[config.mk]
export PLATFORM = sky130hd
export DESIGN_NAME = softmax_rd_arbiter
export DESIGN_NICKNAME = d
export VERILOG_FILES = /design/src/rtl/softmax_rd_arbiter.sv
export SDC_FILE = /design/constraint.sdc
export NUM_CORES = 1
export LEC_CHECK = 0
export ABC_CLOCK_PERIOD_IN_PS = 4350
export CAP_MARGIN = 20
export CORE_ASPECT_RATIO = 1.2
export CORE_MARGIN = 3
export CORE_UTILIZATION = 40
export CTS_BUF_LIST = sky130_fd_sc_hd__clkbuf_4
export CTS_CLUSTER_SIZE = 40
export DETAILED_ROUTE_END_ITERATION = 16
export PLACE_DENSITY = 0.86
export SKIP_CTS_REPAIR_TIMING = 1
export SLEW_MARGIN = 20
export SYNTH_ARGS = -nofsm -noshare
export SYNTH_HDL_FRONTEND = slang
export SYNTH_SLANG_ARGS = --single-unit
[constraint.sdc]
create_clock -name clk -period 4.35 [get_ports clk]
set_input_delay 1.305 -clock clk [delete_from_list [all_inputs] [get_ports clk]]
set_output_delay 1.305 -clock clk [all_outputs]
set_load 0.02 [all_outputs]
[src/rtl/softmax_rd_arbiter.sv]
`default_nettype none
// +----------------------------------------------------------------------------+
// | Module  : softmax_rd_arbiter                                               |
// | Brief   : Round-robin, burst-bounded read arbiter sharing one async-read   |
// |           vector memory among the three softmax read streams.              |
// | Revision: 1.0 - initial release                                            |
// +----------------------------------------------------------------------------+
module softmax_rd_arbiter #(
  parameter int DWIDTH = 128,
  parameter int AWIDTH = 8,
  parameter int BURST  = 4
) (
  input  logic              clk,
  input  logic              reset,
  input  logic              init,
  input  logic [2:0]        req,
  input  logic [AWIDTH-1:0] addr0,
  input  logic [AWIDTH-1:0] addr1,
  input  logic [AWIDTH-1:0] addr2,
  output logic [2:0]        gnt,
  output logic [AWIDTH-1:0] mem_addr,
  input  logic [DWIDTH-1:0] mem_q,
  output logic [DWIDTH-1:0] rdata,
  output logic [2:0]        rvalid,
  output logic              busy
);

  localparam logic [3:0] C_BURST = 4'(BURST);

  typedef enum logic [1:0] {
    OWN_R0   = 2'd0,
    OWN_R1   = 2'd1,
    OWN_R2   = 2'd2,
    OWN_NONE = 2'd3
  } owner_t;

  owner_t            owner_q, owner_d;
  logic [1:0]        ptr_q, ptr_d;
  logic [3:0]        cnt_q, cnt_d;
  logic [DWIDTH-1:0] rdata_q, rdata_d;
  logic [2:0]        rvalid_q, rvalid_d;
  logic              busy_q, busy_d;

  logic [2:0] own_onehot;
  logic       own_req;
  logic       lock;
  logic [2:0] rr_gnt;
  logic [2:0] gnt_w;
  owner_t     gnt_own;

  always_comb begin
    own_onehot = 3'b000;
    case (owner_q)
      OWN_R0:  own_onehot = 3'b001;
      OWN_R1:  own_onehot = 3'b010;
      OWN_R2:  own_onehot = 3'b100;
      default: own_onehot = 3'b000;
    endcase
  end

  assign own_req = |(own_onehot & req);
  assign lock    = own_req && (cnt_q < C_BURST);

  // Rotating priority scan starting at ptr_q.
  always_comb begin
    rr_gnt = 3'b000;
    case (ptr_q)
      2'd1: begin
        if (req[1])      rr_gnt = 3'b010;
        else if (req[2]) rr_gnt = 3'b100;
        else if (req[0]) rr_gnt = 3'b001;
      end
      2'd2: begin
        if (req[2])      rr_gnt = 3'b100;
        else if (req[0]) rr_gnt = 3'b001;
        else if (req[1]) rr_gnt = 3'b010;
      end
      default: begin
        if (req[0])      rr_gnt = 3'b001;
        else if (req[1]) rr_gnt = 3'b010;
        else if (req[2]) rr_gnt = 3'b100;
      end
    endcase
  end

  assign gnt_w = lock ? own_onehot : rr_gnt;

  always_comb begin
    gnt_own  = OWN_R0;
    mem_addr = '0;
    case (gnt_w)
      3'b001: begin gnt_own = OWN_R0; mem_addr = addr0; end
      3'b010: begin gnt_own = OWN_R1; mem_addr = addr1; end
      3'b100: begin gnt_own = OWN_R2; mem_addr = addr2; end
      default: begin gnt_own = OWN_R0; mem_addr = '0; end
    endcase
  end

  always_comb begin
    owner_d  = owner_q;
    cnt_d    = cnt_q;
    ptr_d    = ptr_q;
    rdata_d  = rdata_q;
    rvalid_d = gnt_w;
    busy_d   = 1'b0;
    if (|gnt_w) begin
      rdata_d = mem_q;
      if (gnt_own == owner_q && cnt_q < C_BURST) begin
        cnt_d = cnt_q + 4'd1;
      end else begin
        // New owner, or an exhausted owner re-winning through round-robin.
        owner_d = gnt_own;
        cnt_d   = 4'd1;
        case (gnt_own)
          OWN_R0:  ptr_d = 2'd1;
          OWN_R1:  ptr_d = 2'd2;
          default: ptr_d = 2'd0;
        endcase
      end
      busy_d = (cnt_d < C_BURST);
    end else if (owner_q != OWN_NONE && !own_req) begin
      owner_d = OWN_NONE;
    end
  end

  always_ff @(posedge clk) begin
    if (reset || init) begin
      owner_q  <= OWN_NONE;
      cnt_q    <= 4'd0;
      ptr_q    <= 2'd0;
      rdata_q  <= '0;
      rvalid_q <= 3'b000;
      busy_q   <= 1'b0;
    end else begin
      owner_q  <= owner_d;
      cnt_q    <= cnt_d;
      ptr_q    <= ptr_d;
      rdata_q  <= rdata_d;
      rvalid_q <= rvalid_d;
      busy_q   <= busy_d;
    end
  end

  assign gnt    = gnt_w;
  assign rdata  = rdata_q;
  assign rvalid = rvalid_q;
  assign busy   = busy_q;

endmodule
`default_nettype wire

==> impl_metrics.tcl <==
set metrics [dict create \
    cts_sinks 140 \
    io_pins 301 \
    rrSetupSlack_ps 1690 \
    worst_slack_ps 29.5 \
    synth_area_sq_um 5410 \
    fin_crit_sh 0.993 \
    timing.rr.start "ptr_q[0]" \
    fin_skew_ps 13.8 \
    cp_slowest_stage_delay_ps 350 \
    pre_cts_slack_ps -784 \
    ir_drop_mv 0.294 \
    critPathBufInv 4 \
    final-hold-violation-count 0 \
    nets 1127 \
    cts_htree_levels 4 \
    final_common_cell "clkdlybuf4s50_1" \
    hold_path_end "rdata[119]" \
    setup_violations 0 \
    synth_seq_cells 140 \
    die_height_microns 133 \
    crit_required_ps 3040 \
    yosys_warnings 0 \
    crit_slowest_cell "a221o_1" \
    p_total_uw 3210 \
    grt_util_all_layers 0.219 \
    routed_wl_mm 17.2 \
    hp-class "reg -> reg" \
    stdcell_area_sq_um 8900 \
    synth_nets 831 \
    row_count 45 \
    slew_headroom 0.479 \
    grt_pass1_wl_mm 26.8 \
    top_usage_layer "met2" \
    firstDrtPassIters 4 \
    drt_iter0_markers 321 \
    place_congestion 0.876 \
    coreArea_sq_um 12900 \
    io_buffers 300 \
    areaGrowthSynthToFinish_pct 64.6 \
    grt_use_met1 0.245 \
    crit_type "in -> out" \
    drc 0 \
    dp_hpwl_mm 12.4 \
    drv_slew 0 \
    crit_fanout 8 \
    critPathArrivalTime_ps 3020 \
    hold_depth 2 \
    synth_cell_types 44 \
    vias 5627 \
    critPathLaunchType "primary input" \
    grt_use_met3 0.0795 \
    r2r_end "rdata[123]" \
    rr_worst_depth 8 \
    wire_per_inst_microns 15.0 \
    worstPathCellList "dlymetal6s2s_1 -> mux2i_1 -> buf_4 -> nor4_4 -> a211oi_2 -> buf_4 -> o21a_2 -> a221o_1 -> dlymetal6s2s_1" \
    worst_pin_slew_ps 782 \
    synth_edf_count 0 \
    ys_seq_area_frac 0.518 \
    clkTransAtPathRegs_ps 110 \
    fin_crit_ps 4320 \
    leakagePower_uw 0.00361 \
    placed_area_sq_um 8500 \
    end_kind "primary output" \
    whs_ps 457 \
    drive_above_1_share 0.0787 \
    numCtsBuffers 17 \
    first_global_vias 5414 \
    status "complete, no violations" \
    die_area_sq_um 15000 \
    power.density_nw_per_um2 361 \
    worstSkewPairLatency_ps 520 \
    diodes 0 \
    cts-root-buf "clkbuf_4" \
    gr-total-overflow 0 \
    use_met2 0.380 \
    syn_area_per_cell_sq_um 8.08 \
    synth_cells 670 \
    ant_nets 0 \
    clock_path_buffers 2 \
    cts_tree "yes" \
    fmax_mhz 231 \
    cap_violations 0 \
    die_x_microns 112 \
    via_per_inst 4.92 \
    async_flop_share 0 \
    synth_ff_type "dfxtp_1" \
    grt_max_degree 73 \
    antenna_found_initial 0 \
    initial_core_util 0.418 \
    hp-start "rdata[119]" \
    crit_family "compound AO/OA/AOI/OAI gates" \
    final_cell_mix "clkdlybuf4s50_1, nand2_1, dfxtp_1, a21oi_1, buf_4" \
]
## per-layer routing
| layer | wire (microns) | vias up |
|---|---|---|
| met4 | 371 | 0 |
| met1 | 6680 | 2542 |
| li1 | - | 2826 |
| met5 | 0 | - |
| met2 | 8600 | 230 |
| met3 | 1510 | 29 |
## cell type report
type / instances / area (sq um)
fill: 1037 / 4050
clock buffer: 19 / 143
sequential: 140 / 2800
clock inverter: 13 / 189
multi-input combinational: 474 / 2310
inverter: 7 / 26.3
timing repair buffer: 326 / 3230
tap: 164 / 205
## sequential cells by signal (all words and copies together), names as in the netlist
name and count:
rvalid 3, ptr_q 2, owner_q 2, cnt_q 4, busy 1, rdata 128
## stage by stage
stage / TNS, ps / util / cells
2_1_floorplan: 0 / - / 670
3_3_place_gp: -7270 / 0.656 / 1107
3_5_place_dp: -7290 / 0.656 / 1107
4_1_cts: -7320 / 0.682 / 1139
5_1_grt: -283 / 0.688 / 1143
6_report: 0 / 0.688 / 1143
## cells by family (layout without fill, tap and decap cells)
logic type               Yosys count  count (layout)  share of synthesized area
AO/OA/AOI/OAI                    163             163                      0.172
AND/OR/NAND/NOR                  307             307                      0.234
buffers and inverters             56             365                     0.0671
adder cells (fa/ha/maj)            3               3                    0.00694
multiplexers                       1               1                    0.00185
flip-flops                       140             140                      0.518
## worst max-delay path by stage
| stage | cells after the start | end | slack (ps) | start |
|---|---|---|---|---|
| 3_5_place_dp | 8 | mem_addr[6] | -780 | req[0] |
| 4_1_cts | 8 | mem_addr[6] | -790 | req[1] |
| 3_3_place_gp | 8 | mem_addr[6] | -780 | req[1] |
| 2_1_floorplan | 6 | mem_addr[0] | 170 | req[2] |
| 6_report | 9 | mem_addr[3] | 30 | req[1] |
| 5_1_grt | 9 | mem_addr[3] | -70 | req[0] |
## synthesized netlist by cell type (4+ instances only)
| master | instances | area [sq um] |
|---|---|---|
| a21oi_1 | 131 | 656 |
| a221o_1 | 9 | 90.1 |
| and3_1 | 11 | 68.8 |
| buf_2 | 8 | 40.0 |
| buf_6 | 18 | 203 |
| clkbuf_1 | 21 | 78.8 |
| dfxtp_1 | 140 | 2800 |
| inv_1 | 7 | 26.3 |
| nand2_1 | 262 | 983 |
| nand4_1 | 4 | 25.0 |
| nor2_1 | 5 | 18.8 |
| o21ai_0 | 4 | 20.0 |
## report_power, final
| part | switching (uW) | leakage [uW] | internal [uW] |
|---|---|---|---|
| clock | 476 | 0.000164 | 473 |
| combinational | 460 | 0.00230 | 407 |
| sequential | 40.0 | 0.00115 | 1360 |
| total | 976 | 0.00361 | 2240 |
## worst register-to-register path, stage by stage (launching register included)
cell and delay [ps]:
dfxtp_1 350, inv_1 70, ha_1 390, or3_1 400
nand2_1 140, and3_4 700, buf_4 340, nand2_1 80
a21oi_1 130
Note: power is estimated with default switching activity, not from simulation.
==> RTL edit: new RTL, same settings <==
Change the parameter `AWIDTH` from 8 to 7.
--- a/src/rtl/softmax_rd_arbiter.sv
+++ b/src/rtl/softmax_rd_arbiter.sv
@@ -8,5 +8,5 @@
 module softmax_rd_arbiter #(
   parameter int DWIDTH = 128,
-  parameter int AWIDTH = 8,
+  parameter int AWIDTH = 7,
   parameter int BURST  = 4
 ) (
Ports: changed (resized addr0, addr1, addr2 and mem_addr); port bits go from 301 to 297. The function was not compared with the original's and may differ.
==> RTL edit against the original RTL <==
Fmax rose by 0.65%; design area fell by 0.84%; area after synthesis fell by 1.3%; routed wire length fell by 0.44%; largest cell class unchanged; core utilization barely moved; power fell by 4.5%; setup slack improved by 0.028 ns; count of clock-buffer cells in the layout fell by 1; sequential cell count did not move.
==> RTL edit: results (changes against the original RTL) <==
stage	metric	value	unit	change
clocking	latest clock arrival within the worst-skew pair	0.54	ns	+0.02 ns
drt	wl on met1	6.559	mm	-1.8%
layout	number of nets in the layout	1114		-1.2%
placed_design	detailed placer's ending HPWL	12.46	mm	+0.76%
grt	number of global-route vias before repair	5177		-4.4%
synth	Commonest cells post-synth	sky130_fd_sc_hd__nand2_1, sky130_fd_sc_hd__dfxtp_1, sky130_fd_sc_hd__a21oi_1, sky130_fd_sc_hd__clkbuf_1, sky130_fd_sc_hd__buf_2		
layout	number of signal-net buffers in the layout	319		-2.1%
worst_setup_path	Crit-path slowest cell	sky130_fd_sc_hd__or4_4		
run_status	status	finished clean		
grt	global-route wire length before repair	26.14	mm	-2.5%
synth	area fraction in compound gates after synthesis	0.1792		+0.007449
pwr	worst supply voltage drop on vdd	0.0002908	V	-0.97%
pwr	part of the power in registers	0.456		+0.021
synth	Distinct cells, synth	51		+16%
grt	GR Util met2	0.3759		-0.004131
layout	number of filler instances in the final layout	986		-4.9%
layout	fraction of layout cells with a size suffix above 1	0.07859		about the same
layout	clock-cell share of area	0.02947		-0.007760
sta	final worst clock skew	0.01735	ns	+0.003523 ns
pwr	clock share of power	0.258		-0.037
placed_design	area post-placement	0.008544	mm^2	+0.52%
layout	Clock buffer cells	18		-1
worst_setup_path	Critical Path Fanout Max	6		-2
layout	number of inserted diodes	1		+1
worst_setup_path	crit-path max cell delay	0.54	ns	+0.19 ns
[RTL edit: through the flow]
stage / worst slack [ns] / TNS, ns / utilization / cells / hold WS, ns
finish: 0.05742 / 0 / 0.6878 / 1132 / 0.4553
detailed placement: -0.7394 / -6.040 / 0.6656 / 1101 / 0.4420
floorplan: 0.1414 / 0 / - / 669 / 0.4348
global route: -0.007310 / -0.007310 / 0.6878 / 1132 / 0.4718
global placement: -0.7287 / -5.946 / 0.6656 / 1101 / 0.4367
CTS: -0.7550 / -6.169 / 0.6859 / 1131 / 0.4579
[RTL edit: worst paths after layout]
kind	startpoint	end	slack (ns)	cells past startpoint
worst max-delay path	req[1]	mem_addr[2]	0.06	8
worst max register to register	owner_q[0]	rdata[53]	1.97	8
worst min-delay path	rdata[25]	rdata[25]	0.46	2
worst min register to register	rdata[25]	rdata[25]	0.46	2
